`config.mk`:
```
export PLATFORM = sky130hd
export DESIGN_NAME = pt_stage_sequencer
export DESIGN_NICKNAME = d
export VERILOG_FILES = /design/src/rtl/pt_stage_sequencer.sv
export SDC_FILE = /design/constraint.sdc
export NUM_CORES = 1
export LEC_CHECK = 0
export CORE_MARGIN = 2
export CORE_UTILIZATION = 30
export DETAILED_ROUTE_END_ITERATION = 10
export PLACE_DENSITY_LB_ADDON = 0.2
export SLEW_MARGIN = 40
export SYNTH_ARGS = -nofsm -noshare
export SYNTH_HDL_FRONTEND = slang
export SYNTH_SLANG_ARGS = --single-unit
```
`constraint.sdc`:
```
create_clock -name clk_i -period 2.61 [get_ports clk_i]
set_input_delay 0.522 -clock clk_i [delete_from_list [all_inputs] [get_ports clk_i]]
set_output_delay 0.522 -clock clk_i [all_outputs]
set_load 0.01 [all_outputs]
```
`src/rtl/pt_stage_sequencer.sv`:
```
// rtl/pt_stage_sequencer.sv - Pan-Tompkins stage chain sequencer
// Clears, gates, warms up, drains and watchdogs the differentiator/squarer/integrator chain.
module pt_stage_sequencer #(
    parameter int ND  = 4,
    parameter int NW  = 30,
    parameter int LAT = 2,
    parameter int TMO = 1000,
    parameter int CW  = 16
) (
    input  logic          clk_i,
    input  logic          rst_i,
    input  logic          start_i,
    input  logic          stop_i,
    input  logic          s_valid_i,
    output logic          s_ready_o,
    output logic          stage_clr_o,
    output logic          stage_en_o,
    output logic          out_valid_o,
    output logic          warm_done_o,
    output logic          timeout_err_o,
    output logic [2:0]    state_o,
    output logic [CW-1:0] sample_cnt_o
);

    localparam int WARM = ND + NW - 1;
    localparam int WW   = $clog2(WARM) + 1;
    localparam int TW   = $clog2(TMO) + 1;
    localparam int DW   = $clog2(LAT) + 1;

    typedef enum logic [2:0] {
        IDLE   = 3'd0,
        CLEAR  = 3'd1,
        WARMUP = 3'd2,
        RUN    = 3'd3,
        DRAIN  = 3'd4
    } state_t;

    state_t          state_q, state_d;
    logic [WW-1:0]   wcnt_q, wcnt_d;
    logic [TW-1:0]   timer_q, timer_d;
    logic [DW-1:0]   drain_q, drain_d;
    logic [LAT-1:0]  tag_sr_q, tag_sr_d;
    logic [LAT-1:0]  tag_vec;
    logic [CW-1:0]   sample_cnt_q, sample_cnt_d;
    logic            timeout_err_q, timeout_err_d;
    logic            stage_clr_q, stage_clr_d;
    logic            active, accept, tag, tmo_hit;

    always_comb begin
        active  = (state_q == WARMUP) || (state_q == RUN);
        accept  = s_valid_i & active;
        tag     = accept & (state_q == RUN);
        tmo_hit = active & ~accept & (timer_q == TW'(TMO - 1));

        state_d       = state_q;
        wcnt_d        = wcnt_q;
        drain_d       = drain_q;
        sample_cnt_d  = sample_cnt_q;
        timeout_err_d = timeout_err_q;
        if (!active || accept) begin
            timer_d = '0;
        end else begin
            timer_d = timer_q + TW'(1);
        end

        case (state_q)
            IDLE: begin
                if (start_i) begin
                    state_d = CLEAR;
                end
            end
            CLEAR: begin
                wcnt_d        = '0;
                sample_cnt_d  = '0;
                timeout_err_d = 1'b0;
                state_d       = WARMUP;
            end
            WARMUP, RUN: begin
                if (state_q == WARMUP && accept) begin
                    wcnt_d = wcnt_q + WW'(1);
                    if (wcnt_q == WW'(WARM - 1)) begin
                        state_d = RUN;
                    end
                end
                // stop outranks the watchdog, and both outrank the warm-up promotion
                if (stop_i) begin
                    state_d = DRAIN;
                    drain_d = '0;
                end else if (tmo_hit) begin
                    state_d       = DRAIN;
                    drain_d       = '0;
                    timeout_err_d = 1'b1;
                end
            end
            DRAIN: begin
                if (drain_q == DW'(LAT - 1)) begin
                    state_d = IDLE;
                end else begin
                    drain_d = drain_q + DW'(1);
                end
            end
            default: begin
                state_d = IDLE;
            end
        endcase

        if (tag && sample_cnt_q != '1) begin
            sample_cnt_d = sample_cnt_q + CW'(1);
        end

        tag_vec     = '0;
        tag_vec[0]  = tag;
        tag_sr_d    = (tag_sr_q << 1) | tag_vec;
        stage_clr_d = (state_d == CLEAR);
    end

    always_ff @(posedge clk_i) begin
        if (rst_i) begin
            state_q       <= IDLE;
            wcnt_q        <= '0;
            timer_q       <= '0;
            drain_q       <= '0;
            tag_sr_q      <= '0;
            sample_cnt_q  <= '0;
            timeout_err_q <= 1'b0;
            stage_clr_q   <= 1'b0;
        end else begin
            state_q       <= state_d;
            wcnt_q        <= wcnt_d;
            timer_q       <= timer_d;
            drain_q       <= drain_d;
            tag_sr_q      <= tag_sr_d;
            sample_cnt_q  <= sample_cnt_d;
            timeout_err_q <= timeout_err_d;
            stage_clr_q   <= stage_clr_d;
        end
    end

    assign s_ready_o     = active;
    assign stage_en_o    = accept;
    assign stage_clr_o   = stage_clr_q;
    assign out_valid_o   = tag_sr_q[LAT-1];
    assign warm_done_o   = (state_q == RUN);
    assign timeout_err_o = timeout_err_q;
    assign state_o       = state_q;
    assign sample_cnt_o  = sample_cnt_q;

endmodule

```
==> key figures <==
Yosys
  – Synthesized area per cell: around 8.9 um^2
  – Leading area contributor after synthesis: dfxtp_1
  – Register bit total from synthesis: 43
  – Post-synth cell types: 62
  – Asr flop ratio synth: 0%
  – Syn. warnings: 0
  – Seq/Total Area, Yosys: slightly below 40%
  – Synth area leaders: dfxtp_1 (40%), xnor2_1 (4.9%), nand3_1 (3.2%)
  – Post-Syn Area: about 2200 um^2
  – Synth Instances: approximately 240
  – Number of flops mapped to enable cells by yosys: 0
  – Most common flop cell mapped by yosys: dfxtp_1
  – Share of the synthesized area in the top cell type: between 30% and 40%
  – Syn_nets: between 200 and 300

Power
  – Switching power: 272 uW
  – Cell Int Power: between 800 and 900 uW
  – Maximum vdd drop: roughly 250 uV
  – Pwr Total: between 1 and 1.5 mW
  – Power share of the sequential group: slightly below 60%
  – Combinational group share of total power: between 6 and 7%
  – Sw Ratio: about a quarter
  – Cell Pwr Density: roughly 430 nW/um^2
  – Clock Power Share: a little over a third
  – Lkg Pwr: between 0.8 and 0.9 nW

Timing
  – Tcrit/Tclk final: around 90%
  – Setup TNS: 0 ps
  – # setup viols final: 0
  – Hold_ws: approximately 470 ps
  – Fmax: between 400 and 500 MHz
  – Relative slew slack: 62.2%
  – Fin crit period: 2350 ps
  – Clock skew: 3.36 ps
  – Unrepaired setup endpoints after global routing: false
  – Worst Max-Slew Pin Slew: between 500 and 600 ps
  – Setup WS post-layout: about 260 ps
  – Hold Fails Final Rpt: 0
  – Max Slew Vio Count: 0

Global route
  – GRT overflow: 0
  – Largest net degree at the start of global routing: 14
  – Vias in the first global route: approximately 1800
  – First-pass GRT wire length: between 8000 and 9000 um
  – Total Routing Usage GR: a little over an eighth
  – Initial antenna violation count: 0

Critical path
  – CP startpoint kind: primary input
  – CP Max Fanout: 8
  – Worst Setup SP: s_valid_i
  – WP data required: about 2100 ps
  – Worst Path Class, Setup: in2out
  – Crit end category: output pin
  – R2R depth: 6
  – RR Startpoint: sample_cnt_o[0]$_SDFFE_PP0P_
  – Critical path arrival: 1820 ps

Routing
  – Detailed Routing Iterations Pass 1: 4
  – DR WL/cell: around 13 um
  – Starting DRC count in detailed routing: slightly below 80
  – Drt total wl: roughly 5000 um
  – Vias: roughly 1900
  – Residual DRC: 0
  – Vias per cell: roughly 5.1
  – Post-route ant nets: 0

Clock network
  – CTS buffer count: 5
  – TritonCTS Sinks: 43
  – Root Buffer: clkbuf_8
  – Post-CTS Setup Bufs: 0
  – CTS max path bufs: 2
  – Htree depth: 2
  – Cts hold-fix bufs: 0
  – Reg clk slew, reported paths: roughly 80 ps
  – Post-cts resize count: 0
  – CTS tree: built
  – Clock latency on the worst-skew pair: just under 300 ps

Final layout
  – Diodes inserted: 0
  – Area growth syn-to-layout: 23.5%
  – NumNets Final: just under 300
  – Share of layout cells above drive strength 1: 9.29%
  – Fill cell count: between 700 and 800
  – Register area: 861 um^2
  – Final Non-Filler Cells: roughly 380
  – Multi-input logic area: approximately 1200 um^2

Place
  – GPL Wtd Cong: around 0.85
  – Placed cells: 368
  – IO Port Bufs: 29
  – Pre-CTS WS: about 240 ps
  – DP HPWL: 3650 um

Floorplan
  – Starting Density: between 30% and 40%
  – Die height: 88.9 um
  – Row cnt: 30
  – Core Region: 6910 um^2
  – Ports: 30
  – Chip Width: ~89 um
  – Total die area: 7910 um^2

Min path
  – Min-delay src: timer_q[0]$_SDFF_PP0_
  – Hold path cells: 1
  – Tightest Hold Check Type: reg2reg

Status
  – Outcome: finished clean

Flow run
  – Max cap viols: 0
==> power groups by stage <==
stage                     logic (mW)  registers (mW)  clock network (mW)
after floorplan               0.0430           0.684                   0
after global placement        0.0779           0.684                   0
after detailed placement      0.0780           0.684                   0
after CTS                     0.0782           0.669               0.433
after global routing          0.0844           0.670               0.461
final                         0.0772           0.669               0.409
==> cell families (layout without fill, tap and decap cells) <==
kind of cell | Yosys count | count (layout) | synth area share [%]
multiplexers | 2 | 2 | 0.925
AO/OA/AOI/OAI | 50 | 50 | 16.4
flip-flops | 43 | 43 | 39.8
adder cells (fa/ha/maj) | 5 | 5 | 2.89
AND/OR/NAND/NOR | 111 | 111 | 30.4
XOR/XNOR | 15 | 15 | 6.07
buffers and inverters | 17 | 54 | 3.53
==> state kept, by name (all words and copies together), names as in the netlist <==
register and cells:
timeout_err_o 1, state_o 3, drain_q 2, stage_clr_o 1
wcnt_q 7, sample_cnt_o 16, timer_q 11, tag_sr_q 2
==> cell usage after synthesis, types with 5 or more instances <==
cell,number
or3_1,10
nand3_1,14
nand2_1,13
nand4_1,8
a21oi_1,10
ha_1,5
xnor2_1,12
nor2_1,18
nor3_1,12
dfxtp_1,43
inv_1,9
o21ai_0,9
==> cell type report <==
class | count | share of cell area (%)
inverters | 10 | 1.40
clock buffers | 6 | 2.71
repair buffers | 36 | 12.8
multi-input cells | 183 | 45.9
well taps | 96 | 4.49
flip-flops and latches | 43 | 32.2
clock inverters | 2 | 0.468
==> layer usage <==
| layer | track usage, % | vias to the layer above | wire [um] |
|---|---|---|---|
| li1 | - | 979 | - |
| met1 | 18.7 | 899 | 2500 |
| met2 | 21.5 | 36 | 2320 |
| met3 | 2.77 | 4 | 176 |
| met4 | 4.21 | 0 | 51 |
| met5 | 0 | - | 0 |
==> stage by stage <==
step / instance area, um^2 / utilization (%)
after floorplan: 2160 / -
after global placement: 2590 / 37.5
after detailed placement: 2590 / 37.5
after CTS: 2670 / 38.7
after global routing: 2670 / 38.7
final: 2670 / 38.7
==> worst max-delay path, cell delays in order <==
cell	delay, ps
clkdlybuf4s50_1	610
and2_1	160
clkdlybuf4s50_1	530
==> cell usage in the layout (no fill, tap or decap), types with 2 or more instances in the layout <==
cell	n
dfxtp_1	43
clkdlybuf4s50_1	29
nor2_1	18
nand3_1	14
nand2_1	13
xnor2_1	12
nor3_1	12
or3_1	10
a21oi_1	10
inv_1	9
o21ai_0	9
nand4_1	8
buf_4	7
ha_1	5
clkbuf_8	5
a211oi_1	4
nor4_1	4
a211o_1	4
a22o_1	4
and2_1	3
xor2_1	3
and4_1	3
nand2b_1	2
nand3b_1	2
or3b_1	2
nor2b_1	2
and4b_1	2
a221o_1	2
mux2i_1	2
and3_1	2
o21ai_1	2
==> final timing paths <==
path                                                 endpoint  slack, ps
worst max-delay path                               stage_en_o        260
worst min-delay path                    timer_q[0]$_SDFF_PP0_        470
worst max register to register  sample_cnt_o[15]$_SDFFE_PP0P_        530
worst min register to register          timer_q[0]$_SDFF_PP0_        470
Note: power is estimated with default switching activity, not from simulation.
